File: src/rtl/imem_fetch_arbiter.sv
// rtl/imem_fetch_arbiter.sv - round-robin shared IMEM fetch arbiter with per-core last-fetch buffers
module imem_fetch_arbiter #(
  parameter int NUM_SIMD_CORES  = 4,
  parameter int LOG2_SIMD_CORES = 2
) (
  input  logic                         clk,
  input  logic                         rst,
  input  logic                         flush,
  input  logic [NUM_SIMD_CORES-1:0]    fetch_req,
  input  logic [32*NUM_SIMD_CORES-1:0] instruction_fetch,
  output logic [32*NUM_SIMD_CORES-1:0] instruction_from_imem,
  output logic [NUM_SIMD_CORES-1:0]    instr_valid,
  output logic                         imem_ren,
  output logic [31:0]                  imem_addr,
  input  logic [31:0]                  imem_rdata
);

  // Per-core request bookkeeping and last-fetch buffers
  logic [NUM_SIMD_CORES-1:0]             pending_q, pending_d;
  logic [NUM_SIMD_CORES-1:0]             last_ok_q, last_ok_d;
  logic [NUM_SIMD_CORES-1:0][31:0]       last_addr_q, last_addr_d;
  logic [NUM_SIMD_CORES-1:0][31:0]       last_instr_q, last_instr_d;
  logic [LOG2_SIMD_CORES-1:0]            rr_ptr_q, rr_ptr_d;

  // Stage 1 travels alongside imem_ren/imem_addr; stage 2 lines up with imem_rdata.
  // The nc bits mark reads that saw a flush and therefore must not refill a buffer.
  logic                                  imem_ren_q, imem_ren_d;
  logic [31:0]                           imem_addr_q, imem_addr_d;
  logic                                  s1_vld_q, s1_vld_d;
  logic [LOG2_SIMD_CORES-1:0]            s1_id_q, s1_id_d;
  logic                                  s1_nc_q, s1_nc_d;
  logic                                  s2_vld_q, s2_vld_d;
  logic [LOG2_SIMD_CORES-1:0]            s2_id_q, s2_id_d;
  logic [31:0]                           s2_addr_q, s2_addr_d;
  logic                                  s2_nc_q, s2_nc_d;

  // Registered responses to the cores
  logic [NUM_SIMD_CORES-1:0]             valid_q, valid_d;
  logic [NUM_SIMD_CORES-1:0][31:0]       instr_q, instr_d;

  logic [NUM_SIMD_CORES-1:0]             eligible;
  logic [NUM_SIMD_CORES-1:0]             hit;
  logic [NUM_SIMD_CORES-1:0]             miss_cand;
  logic                                  gnt_found;
  logic [LOG2_SIMD_CORES-1:0]            gnt_idx;
  logic [LOG2_SIMD_CORES-1:0]            scan_idx;

  assign instruction_from_imem = instr_q;
  assign instr_valid           = valid_q;
  assign imem_ren              = imem_ren_q;
  assign imem_addr             = imem_addr_q;

  // Hit detection, round-robin miss grant, read pipeline and buffer refill
  always_comb begin
    pending_d    = pending_q;
    last_ok_d    = last_ok_q;
    last_addr_d  = last_addr_q;
    last_instr_d = last_instr_q;
    rr_ptr_d     = rr_ptr_q;
    imem_addr_d  = imem_addr_q;
    instr_d      = instr_q;
    valid_d      = '0;
    gnt_found    = 1'b0;
    gnt_idx      = '0;
    scan_idx     = '0;

    // A hit is answered straight from the buffer; flush forces it down the miss path.
    eligible = fetch_req & ~pending_q & ~valid_q;
    for (int i = 0; i < NUM_SIMD_CORES; i++) begin
      hit[i] = eligible[i] & last_ok_q[i] & ~flush &
               (instruction_fetch[i*32 +: 32] == last_addr_q[i]);
    end
    miss_cand = eligible & ~hit;

    for (int i = 0; i < NUM_SIMD_CORES; i++) begin
      if (hit[i]) begin
        valid_d[i] = 1'b1;
        instr_d[i] = last_instr_q[i];
      end
    end

    // First miss candidate at or after rr_ptr, wrapping
    for (int k = 0; k < NUM_SIMD_CORES; k++) begin
      scan_idx = LOG2_SIMD_CORES'((int'(rr_ptr_q) + k) % NUM_SIMD_CORES);
      if (!gnt_found && miss_cand[scan_idx]) begin
        gnt_found = 1'b1;
        gnt_idx   = scan_idx;
      end
    end

    if (flush) begin
      last_ok_d = '0;
    end

    imem_ren_d = gnt_found;
    s1_vld_d   = gnt_found;
    s1_id_d    = gnt_idx;
    s1_nc_d    = flush;
    if (gnt_found) begin
      imem_addr_d        = instruction_fetch[int'(gnt_idx)*32 +: 32];
      pending_d[gnt_idx] = 1'b1;
      if (int'(gnt_idx) == NUM_SIMD_CORES-1) begin
        rr_ptr_d = '0;
      end else begin
        rr_ptr_d = gnt_idx + 1'b1;
      end
    end

    s2_vld_d  = s1_vld_q;
    s2_id_d   = s1_id_q;
    s2_addr_d = imem_addr_q;
    s2_nc_d   = s1_nc_q | flush;

    // Miss completion: the granted core cannot be hitting now since it is pending
    if (s2_vld_q) begin
      valid_d[s2_id_q]      = 1'b1;
      instr_d[s2_id_q]      = imem_rdata;
      pending_d[s2_id_q]    = 1'b0;
      last_addr_d[s2_id_q]  = s2_addr_q;
      last_instr_d[s2_id_q] = imem_rdata;
      if (!(s2_nc_q | flush)) begin
        last_ok_d[s2_id_q] = 1'b1;
      end
    end
  end

  // State update; reset drops any read still in the pipeline
  always_ff @(posedge clk) begin
    if (rst) begin
      pending_q    <= '0;
      last_ok_q    <= '0;
      last_addr_q  <= '0;
      last_instr_q <= '0;
      rr_ptr_q     <= '0;
      imem_ren_q   <= 1'b0;
      imem_addr_q  <= '0;
      s1_vld_q     <= 1'b0;
      s1_id_q      <= '0;
      s1_nc_q      <= 1'b0;
      s2_vld_q     <= 1'b0;
      s2_id_q      <= '0;
      s2_addr_q    <= '0;
      s2_nc_q      <= 1'b0;
      valid_q      <= '0;
      instr_q      <= '0;
    end else begin
      pending_q    <= pending_d;
      last_ok_q    <= last_ok_d;
      last_addr_q  <= last_addr_d;
      last_instr_q <= last_instr_d;
      rr_ptr_q     <= rr_ptr_d;
      imem_ren_q   <= imem_ren_d;
      imem_addr_q  <= imem_addr_d;
      s1_vld_q     <= s1_vld_d;
      s1_id_q      <= s1_id_d;
      s1_nc_q      <= s1_nc_d;
      s2_vld_q     <= s2_vld_d;
      s2_id_q      <= s2_id_d;
      s2_addr_q    <= s2_addr_d;
      s2_nc_q      <= s2_nc_d;
      valid_q      <= valid_d;
      instr_q      <= instr_d;
    end
  end

endmodule

File: config.mk
export PLATFORM = sky130hd
export DESIGN_NAME = imem_fetch_arbiter
export DESIGN_NICKNAME = d
export VERILOG_FILES = /design/src/rtl/imem_fetch_arbiter.sv
export SDC_FILE = /design/constraint.sdc
export NUM_CORES = 1
export LEC_CHECK = 0
export CAP_MARGIN = 20
export CORE_MARGIN = 8
export CORE_UTILIZATION = 45
export CTS_CLUSTER_SIZE = 10
export DETAILED_ROUTE_END_ITERATION = 10
export PLACE_DENSITY_LB_ADDON = 0.12
export SYNTH_ARGS = -nofsm -noshare
export SYNTH_HDL_FRONTEND = slang
export SYNTH_SLANG_ARGS = --single-unit
File: constraint.sdc
create_clock -name clk -period 2.9 [get_ports clk]
set_input_delay 0.29 -clock clk [delete_from_list [all_inputs] [get_ports clk]]
set_output_delay 0.29 -clock clk [all_outputs]
set_load 0.01 [all_outputs]
# Yosys cells after proc, flatten, opt, wreduce, memory -nomap -nowiden
# Cells that the tools add are included.
# totals
elab_cells	117
register_bits	470
out_inout_bits	165
in_bits	167
# classes
n_bitwise	26
magnitude_cmp	8
add_sub_neg	4
n_reduce_logical	8
n_mux	41
shifts	1
n_eq_ne	5
# op_table
operator	n
128-bit bitwise mux	3
32-bit 2-to-1 mux	5
32-bit equality test	4
128-bit 2-to-1 mux	1
128-bit by 8-bit indexed part select with 32-bit output	1
32-bit demux with 2-bit select	1
4-bit 2-to-1 mux	6
2-bit by 3-bit less-than comparator with 1-bit output (second input constant)	6
4-bit AND	4
4-bit inverter	4
1-bit 2-to-1 mux	14
1-bit AND	12
4-bit OR	3
2-bit 2-to-1 mux	5
1-bit binary-select mux with 2-bit select	4
1-bit logical AND	5
2-bit by 1-bit adder with 2-bit output (second input constant)	2
2-bit adder (second input constant)	2
1-bit demux with 2-bit select	2
2-bit by 1-bit >= comparator with 1-bit output (second input constant)	2
1-bit zero test	3
2-bit by 1-bit equality test with 1-bit output (second input constant)	1
1-bit OR	2
1-bit inverter	1

# Depth between registers and ports, before layout
# Gate-level depths: netlist (run 1).
# depth
depth_word	28
ltp_mapped	13
ltp_nobuf	10

# Worst setup path after synthesis (run 1)
# Ideal clock, no wire load.
# synth_timing
kind	register -> register
from	reg valid_q[2], in the netlist instr_valid[2]
to	reg rr_ptr_q[1]
n_path_buf	3
slack_ns	-0.091
stages_incl_launch_ff	13
t_arrival_ns	2.906
synth_period_minus_slack_ns	2.991
setup_ns	0.086
required_time_ns	2.814
cell_sequence	dfxtp_1 > or3b_1 > nor4_1 > nand4_1 > or3_1 > buf_2 > and3_1 > a2111o_1 > inv_2 > buf_6 > buf_6 > ha_1 > a211oi_1
# synth_between
elab_chain_len	21
word_cells_on_any_way	32
cone_classes	1 x add/sub; 1 x eq/ne; 17 x mux; 7 x bitwise; 6 x reduce/logical
# synth_rtl
item	line_no	rtl
start, declared	38	logic [NUM_SIMD_CORES-1:0] valid_q, valid_d;
start signal, assigned	161	valid_q <= valid_d;
4-bit inverter (*)	68	eligible = fetch_req & ~pending_q & ~valid_q;
4-bit AND (*)	68	
1-bit AND (3 in a row)	70	hit[i] = eligible[i] & last_ok_q[i] & ~flush &
4-bit inverter	73	miss_cand = eligible & ~hit;
4-bit AND (*)	73	
1-bit binary-select mux with 2-bit select	85	if (!gnt_found && miss_cand[scan_idx]) begin
1-bit 2-to-1 mux (implied by the code)	85	
1-bit 2-to-1 mux	85	
[3 not listed]	-	
1-bit zero test	85	
1-bit logical AND	85	
1-bit 2-to-1 mux	85	
1-bit zero test	85	
1-bit logical AND	85	
2-bit 2-to-1 mux	85	
2-bit by 1-bit adder with 2-bit output or 2-bit by 1-bit equality test with 1-bit output (tied branches)	105, 102	
2-bit 2-to-1 mux	102	if (int'(gnt_idx) == NUM_SIMD_CORES-1) begin
end signal, assigned	151	rr_ptr_q <= rr_ptr_d;
end, declared	23	logic [LOG2_SIMD_CORES-1:0] rr_ptr_q, rr_ptr_d;
# Mark *: on every way between the ends. The rest lies on a longest branch, timed or not. The select of a mux whose other input is x is not followed.
# A chain may end at the register's enable or synchronous reset.

# Final worst setup path (run 1)
# layout_timing
from	reg valid_q[0], in the netlist instr_valid[0]
to	reg imem_addr_q[2], in the netlist imem_addr[2]
# layout_between
elab_chain_len	20
word_cells_on_any_way	30
cone_classes	1 x shift; 16 x mux; 7 x bitwise; 6 x reduce/logical
# layout_rtl
item	line_no	rtl
4-bit inverter (*)	68	
4-bit AND (*)	68	
1-bit AND (3 in a row)	70	
4-bit inverter	73	
4-bit AND (*)	73	
1-bit binary-select mux with 2-bit select	85	
1-bit 2-to-1 mux (implied by the code)	85	
1-bit 2-to-1 mux	85	
[2 not listed]	-	
1-bit 2-to-1 mux	85	
1-bit zero test	85	
1-bit logical AND	85	
1-bit 2-to-1 mux	85	
1-bit zero test	85	
1-bit logical AND	85	
2-bit 2-to-1 mux	85	
128-bit by 8-bit indexed part select with 32-bit output	100	imem_addr_d = instruction_fetch[int'(gnt_idx)*32 +: 32];
end signal, assigned	153	imem_addr_q <= imem_addr_d;
end, declared	28	logic [31:0] imem_addr_q, imem_addr_d;
# Marks and branches as above.

==> flow_summary.json, run 1 <==
{
  "hold_end": "last_addr_q[14]",
  "grt_pass1_wl_um": 105000,
  "hp-start": "rst",
  "async_reset_ff_share_pct": 0,
  "core-area_mm2": 0.0429,
  "cts.clk_slew.worst_paths_ps": 60,
  "drt-pass1-iter-count": 5,
  "start_util_pct": 45.4,
  "drive_gt1_share_pct": 14.9,
  "period_share_pct": 103,
  "utilization_pct": 61.6,
  "io_buffers": 331,
  "die_area_mm2": 0.0501,
  "regToRegEndpoint": "imem_addr[2]",
  "die_h_um": 224,
  "setup_viol": 26,
  "nFillCells": 3648,
  "fmax_mhz": 333,
  "leakagePower_nw": 9.40,
  "layout_common_cells": "nand2_1 (680), dfxtp_1 (466), a21oi_1 (358), clkdlybuf4s50_1 (330), buf_4 (134)",
  "outcome": "finished with violations",
  "synth.largest_area_cell": "dfxtp_1",
  "yosys_warnings": 0,
  "synth_ff_type": "dfxtp_1",
  "hp-class": "in2reg",
  "dp_slack_ps": -868,
  "max_stage_delay_ps": 560,
  "avgViaCountPerCell": 5.45,
  "critPathMaxFanout": 6,
  "synth.top_cells.by_area": "dfxtp_1 (48%), nand2_1 (13%), a21oi_1 (9.2%)",
  "maxSlewHeadroom_pct": 54.3,
  "clockRootBuffer": "clkbuf_16",
  "setup_ws_ps": -101,
  "worst_pin_slew_ps": 685,
  "grt_max_degree": 127,
  "drcViolationCount": 0,
  "rsz0062_at_grt": "yes",
  "place_area_mm2": 0.0242,
  "critPathCaptureType": "flip-flop",
  "hpwl_um": 48000,
  "mappedNetlistArea_mm2": 0.0194,
  "reg2reg_depth": 14,
  "p_sw_w": 0.00531,
  "insertion_delay_ps": 590,
  "cpMaxStageDelayCell": "or4_4",
  "final_common_cell": "nand2_1",
  "areaGrowthSynthToFinish_pct": 35.9,
  "ys_ff_latch": 470,
  "holdWs_ps": 66.3,
  "clkPwrFrac_pct": 32.9,
  "finalHoldViolations": 0,
  "nNetsFinal": 2818,
  "netlist_instances": 2255,
  "holdPathStages": 2,
  "worstSetupStartpointType": "flip-flop",
  "grt_pass1_vias": 17500,
  "numCtsBuffers": 54,
  "fin_skew_ps": 10.8,
  "p_sw_share_pct": 29.1,
  "power.total_w": 0.0182,
  "dr_total_vias": 17700,
  "cts_tree": "built",
  "track_usage_pct": 26.7,
  "routed_wl_um": 69500,
  "r2r_start": "instr_valid[0]",
  "htree_levels": 2,
  "drtAntennaViolNets": 0,
  "synth-edff-count": 0,
  "comb_power_share_pct": 26.8,
  "grt_overflow": 0,
  "reg2reg_slack_ps": -100,
  "violations": "setup timing",
  "intPower_w": 0.0129,
  "num_io_pins": 332,
  "required_ps": 3370,
  "synthesis.nets": 2423,
  "num_rows": 76,
  "final_max_slew_viol_count": 0,
  "period_needed_ps": 3000,
  "die_x_um": 224,
  "gp_congestion": 0.985,
  "p_seq_share_pct": 40.3,
  "worstPathCellList": "nor3b_2 -> buf_4 -> nand2_2 -> or4_4 -> nor4_4 -> buf_4 -> nor4_2 -> a2111o_1 -> clkinv_4 -> buf_12 -> buf_12 -> buf_16 -> mux2i_4 -> a221oi_2",
  "drt-initial-drc-count": 1626,
  "yosysSeqAreaShare_pct": 48.4,
  "synthDistinctLibCells": 51,
  "cp.arrival_ps": 3470,
  "post-route-cell-area_mm2": 0.0264,
  "p_per_area_mw_per_mm2": 690,
  "antenna_found_initial": 5,
  "cts_buffer_depth": 3,
  "worstSetupPathType": "reg2reg",
  "ir_drop_v": 0.000406,
  "netlist.area_leader.share_pct": 48.4,
  "post_synth.cell_area_avg_um2": 8.63,
  "ff_latch_area_mm2": 0.00941,
  "wl_per_cell_um": 21.4,
  "drv_cap": 0,
  "clock_sinks": 470,
  "multi_input_area_mm2": 0.00979
}
-- cell families after synthesis --
group / Yosys count / share of synthesized area [%]
muxes: 160 / 8.85
DFF: 470 / 48.4
buffers and inverters: 165 / 3.49
AOI/OAI and AO/OA: 470 / 15.0
adders and majority gates: 1 / 0.0643
and+or+nand+nor: 861 / 18.5
xor gates and xnor gates: 128 / 5.76
-- routing by layer --
metal	track usage, %	share of wire [%]	vias up	wire (um)
met4	7.60	2.4	2	1650
met2	42.0	45	658	31500
li1	-	-	8405	-
met3	7.06	9.2	107	6420
met1	35.9	43	8545	29900
met5	0	0.017	-	12
-- power by group through the flow --
stage	Combinational [W]	Clock (W)	Sequential, W
after floorplan	0.00197	0	0.00746
after global placement	0.00379	0	0.00746
after detailed placement	0.00386	0	0.00747
after CTS	0.00466	0.00610	0.00734
after global routing	0.00511	0.00637	0.00742
final	0.00489	0.00600	0.00736
-- per-stage QoR --
stage | TNS (ps) | std cells
detailed placement | -48080 | 3158
CTS | -2990 | 3242
global placement | -47600 | 3158
floorplan | 0 | 2255
global route | -4720 | 3248
finish | -1760 | 3248
-- cell usage after synthesis, types with 3 or more instances --
master      n
buf_1      15
o21bai_1   32
nor2b_1    36
and3_1      3
nand4_1    37
nand3_1     5
nor4_1     16
nor3b_1     7
xor2_1     38
a221oi_2   32
buf_6       4
buf_2       4
nand2_1   681
xnor2_1    90
nand4b_1    3
a21oi_1   359
mux2_2     64
mux2i_1    64
nor2_1     47
nor3_1      8
a311oi_1   32
clkbuf_1  136
dfxtp_1   470
o21a_1      5
mux2_1     32
-- state kept, by name, summed over array words and instances (netlist names) --
register	cells
imem_addr	32
instr_valid	4
instruction_from_imem	128
last_addr_q	128
last_instr_q	128
last_ok_q	4
pending_q	4
rr_ptr_q	2
s1_id_q	2
s1_nc_q	1
s1_vld_q	1
s2_addr_q	32
s2_id_q	2
s2_nc_q	1
s2_vld_q	1
-- how the worst max path moves through the flow --
stage / start / to
after floorplan: instr_valid[2] / rr_ptr_q[1]
after detailed placement: instruction_fetch[0] / rr_ptr_q[1]
final: instr_valid[0] / imem_addr[2]
after global routing: last_addr_q[80] / imem_addr[21]
after global placement: instruction_fetch[0] / rr_ptr_q[1]
after CTS: instr_valid[0] / imem_addr[20]
-- area by class of cell --
type / instances / share of cell area (%)
Antenna cell: 4 / 0.0379
Clock buffer: 62 / 5.34
Clock inverter: 3 / 0.180
Inverter: 3 / 0.0615
Multi-Input combinational cell: 1620 / 37.0
Sequential cell: 470 / 35.6
Tap cell: 585 / 2.77
Timing Repair Buffer: 500 / 18.9
Timing Repair inverter: 1 / 0.0615
-- critical path, delay by kind of cell (launching register included) --
family,cells,cell delay (ps)
simple gates,5,1020
buf+inv,6,790
compound gates,2,490
flops,1,320
mux,1,240
-- what timing repair did --
action,CTS,global route
hold buffers,0,0
resized for setup,54,40
setup buffers,13,4
hold endpoints to repair,0,0
cloned,7,1
endpoints found under the setup margin,65,70
pin swaps,34,22
No activity file was read; power rests on OpenSTA's default activity.
==> run 2: changes to the inputs <==
--- a/config.mk
+++ b/config.mk
@@ -5,8 +5,9 @@
 export SDC_FILE = /design/constraint.sdc
 export NUM_CORES = 1
 export LEC_CHECK = 0
+export ABC_AREA = 1
 export CAP_MARGIN = 20
-export CORE_MARGIN = 8
+export CORE_MARGIN = 4
 export CORE_UTILIZATION = 45
 export CTS_CLUSTER_SIZE = 10
 export DETAILED_ROUTE_END_ITERATION = 10
==> run 2 against run 1 <==
The flow now finishes without violations. Wire length shrank 8.8%. Maximum frequency grew 13%. Synthesized cell count grew 20%. Largest cell class is now flip-flops and latches. Largest power group unchanged.
==> flow_summary.json, run 2 <==
{
  "synthesis.nets": 2881,
  "track_usage_pct": 26.3,
  "dp_slack_ps": -347,
  "grt_overflow": 0,
  "die_x_um": 216,
  "synth_commonest_cells": "nand2_1 (552), o21ai_0 (488), dfxtp_1 (470)",
  "die_h_um": 216,
  "cts_buffer_depth": 3,
  "p_sw_w": 0.00759,
  "drcViolationCount": 0,
  "crit_start": "pending_q[0]",
  "core-area_mm2": 0.0423,
  "max_stage_delay_ps": 290,
  "start_util_pct": 46.0,
  "utilization_pct": 59.9,
  "netlist.area_leader.share_pct": 48.3,
  "dr_total_vias": 18600,
  "hp-start": "rst",
  "antenna_found_initial": 7,
  "worstSetupStartpointType": "flip-flop",
  "async_reset_ff_share_pct": 0,
  "mappedNetlistArea_mm2": 0.0195,
  "netlist_instances": 2713,
  "critPathMaxFanout": 20,
  "setup_ws_ps": 245,
  "gp_congestion": 0.903,
  "period_share_pct": 91.5,
  "insertion_delay_ps": 590,
  "final_common_cell": "nand2_1",
  "synth_most_common_cell": "nand2_1",
  "outcome": "complete, no violations",
  "hp-class": "in2reg",
  "path_common_cell": "nand2_1",
  "yosys_warnings": 0,
  "p_seq_share_pct": 36.1,
  "setup_viol": 0,
  "numCtsBuffers": 54,
  "cts.clk_slew.worst_paths_ps": 60,
  "cts_tree": "built",
  "ir_drop_v": 0.000588,
  "drtAntennaViolNets": 0,
  "wl_per_cell_um": 17.5,
  "synth.top_cells.by_area": "dfxtp_1 (48%), o21ai_0 (13%), nand2_1 (11%)",
  "synth_ff_type": "dfxtp_1",
  "synthDistinctLibCells": 27,
  "hpwl_um": 43800,
  "yosysSeqAreaShare_pct": 48.3,
  "num_rows": 75,
  "reg2reg_slack_ps": 250,
  "clkPwrFrac_pct": 27.9,
  "p_per_area_mw_per_mm2": 838,
  "ys_ff_latch": 470,
  "fin_skew_ps": 14.8,
  "htree_levels": 2,
  "r2r_start": "pending_q[0]",
  "finalHoldViolations": 0,
  "clock_sinks": 470,
  "die_area_mm2": 0.0467,
  "synth.largest_area_cell": "dfxtp_1",
  "post_synth.cell_area_avg_um2": 7.18,
  "grt_pass1_wl_um": 98600,
  "cp.arrival_ps": 3180,
  "drive_gt1_share_pct": 6.62,
  "intPower_w": 0.0137,
  "io_buffers": 331,
  "num_io_pins": 332,
  "layout_common_cells": "nand2_1 (547), o21ai_0 (488), dfxtp_1 (470), nor2_1 (372), clkdlybuf4s50_1 (330)",
  "worst_pin_slew_ps": 779,
  "grt_max_degree": 107,
  "p_sw_share_pct": 35.7,
  "avgViaCountPerCell": 5.11,
  "worstPathCellList": "inv_1 -> nand2_1 -> nor2_2 -> nand2_1 -> nor2_1 -> nand2_1 -> nor2_4 -> nand3_2 -> nand3_2 -> nand2_1 -> nand2_1 -> nand2_1 -> nor2_1 -> nor2_2 -> nand2_4 -> nand2_4 -> inv_4 -> buf_12 -> nand3_1 -> nand2_1 -> nor2_1 -> nor2_1",
  "period_needed_ps": 2650,
  "cts_hold_buf": 0,
  "cpMaxStageDelayCell": "dfxtp_1",
  "routed_wl_um": 63400,
  "required_ps": 3430,
  "drt-pass1-iter-count": 5,
  "drv_cap": 0,
  "worstSetupPathType": "reg2reg",
  "clockRootBuffer": "clkbuf_16",
  "grt_pass1_vias": 18200,
  "areaGrowthSynthToFinish_pct": 30.2,
  "fmax_mhz": 377,
  "maxSlewHeadroom_pct": 48.0,
  "nFillCells": 3906,
  "synth-edff-count": 0,
  "critical-path-top-delay-family": "simple AND/OR/NAND/NOR gates",
  "drt-initial-drc-count": 1276,
  "critPathCaptureType": "flip-flop",
  "path_buf_inv": 3,
  "leakagePower_nw": 10.1,
  "nNetsFinal": 3207,
  "final_max_slew_viol_count": 0,
  "comb_power_share_pct": 36.0
}
[run 2: changes by cell type in the layout (fill, tap and decap cells not counted), moves of 133 or more]
| cell | before | now |
|---|---|---|
| a21oi_1 | 358 | 66 |
| inv_1 | 1 | 310 |
| nand2_1 | 680 | 547 |
| nand3_1 | 3 | 143 |
| nor2_1 | 46 | 372 |
| o21ai_0 | 0 | 488 |
[run 2: power groups by stage]
stage	Combinational [W]	Sequential [W]	Clock, W
finish	0.00764	0.00768	0.00593
global route	0.00847	0.00774	0.00633
CTS	0.00745	0.00767	0.00604
detailed placement	0.00741	0.00780	0
global placement	0.00728	0.00780	0
floorplan	0.00454	0.00774	0
[run 2: metal layers]
layer	part of all wire (%)	global-route usage [%]	vias up	wire, um
li1	-	-	9154	-
met1	42	32.6	8553	26300
met2	48	45.0	674	30200
met3	6.9	5.53	163	4350
met4	4.0	10.0	6	2520
met5	0.076	0	-	48
[run 2: repair_timing]
action	CTS	global route
setup buffers	0	0
setup endpoints to repair	0	34
gates resized for setup	0	13
[run 2: kinds of logic (layout without fill, tap and decap cells)]
family	Yosys count	in the layout	synth area share (%)
and+or+nand+nor	1112	1112	23.1
AOI/OAI and AO/OA	556	556	14.3
buffers and inverters	473	810	9.63
DFF	470	470	48.3
xor gates and xnor gates	101	101	4.54
adders and majority gates	1	1	0.0643
other	0	2	0
[run 2: area by class of cell]
type                       instances  area (um^2)  share of cell area, %
inverter                         324         1220                   4.81
tap                              577          722                   2.85
multi-input combinational       1770         8250                   32.5
antenna                            2         5.00                 0.0197
clock buffer                      64         1430                   5.64
sequential                       470         9410                   37.1
clock inverter                     3         22.5                 0.0888
timing repair buffer             419         4290                   16.9
[run 2: tightest hold or removal path, cell delays in order]
cell     delay [ps]
buf_4           130
inv_2           100
nand2_2          90
nor2_1           40
[run 2: path summary, 6_finish.rpt]
check	to	cells after the start
max	imem_addr[25]	22
min	pending_q[1]	4
max reg2reg	imem_addr[25]	22
min reg2reg	s2_id_q[1]	2
[run 2: through the flow]
step                      TNS (ps)  power [W]  hold WS, ps  cells  area, um^2
after global placement      -12830     0.0151          390   3559       23800
after floorplan                  0     0.0123          388   2713       19500
after detailed placement    -11900     0.0152          393   3559       23800
after global routing         -11.6     0.0225          101   3627       25300
final                            0     0.0213          112   3629       25300
after CTS                        0     0.0212         75.3   3626       25300
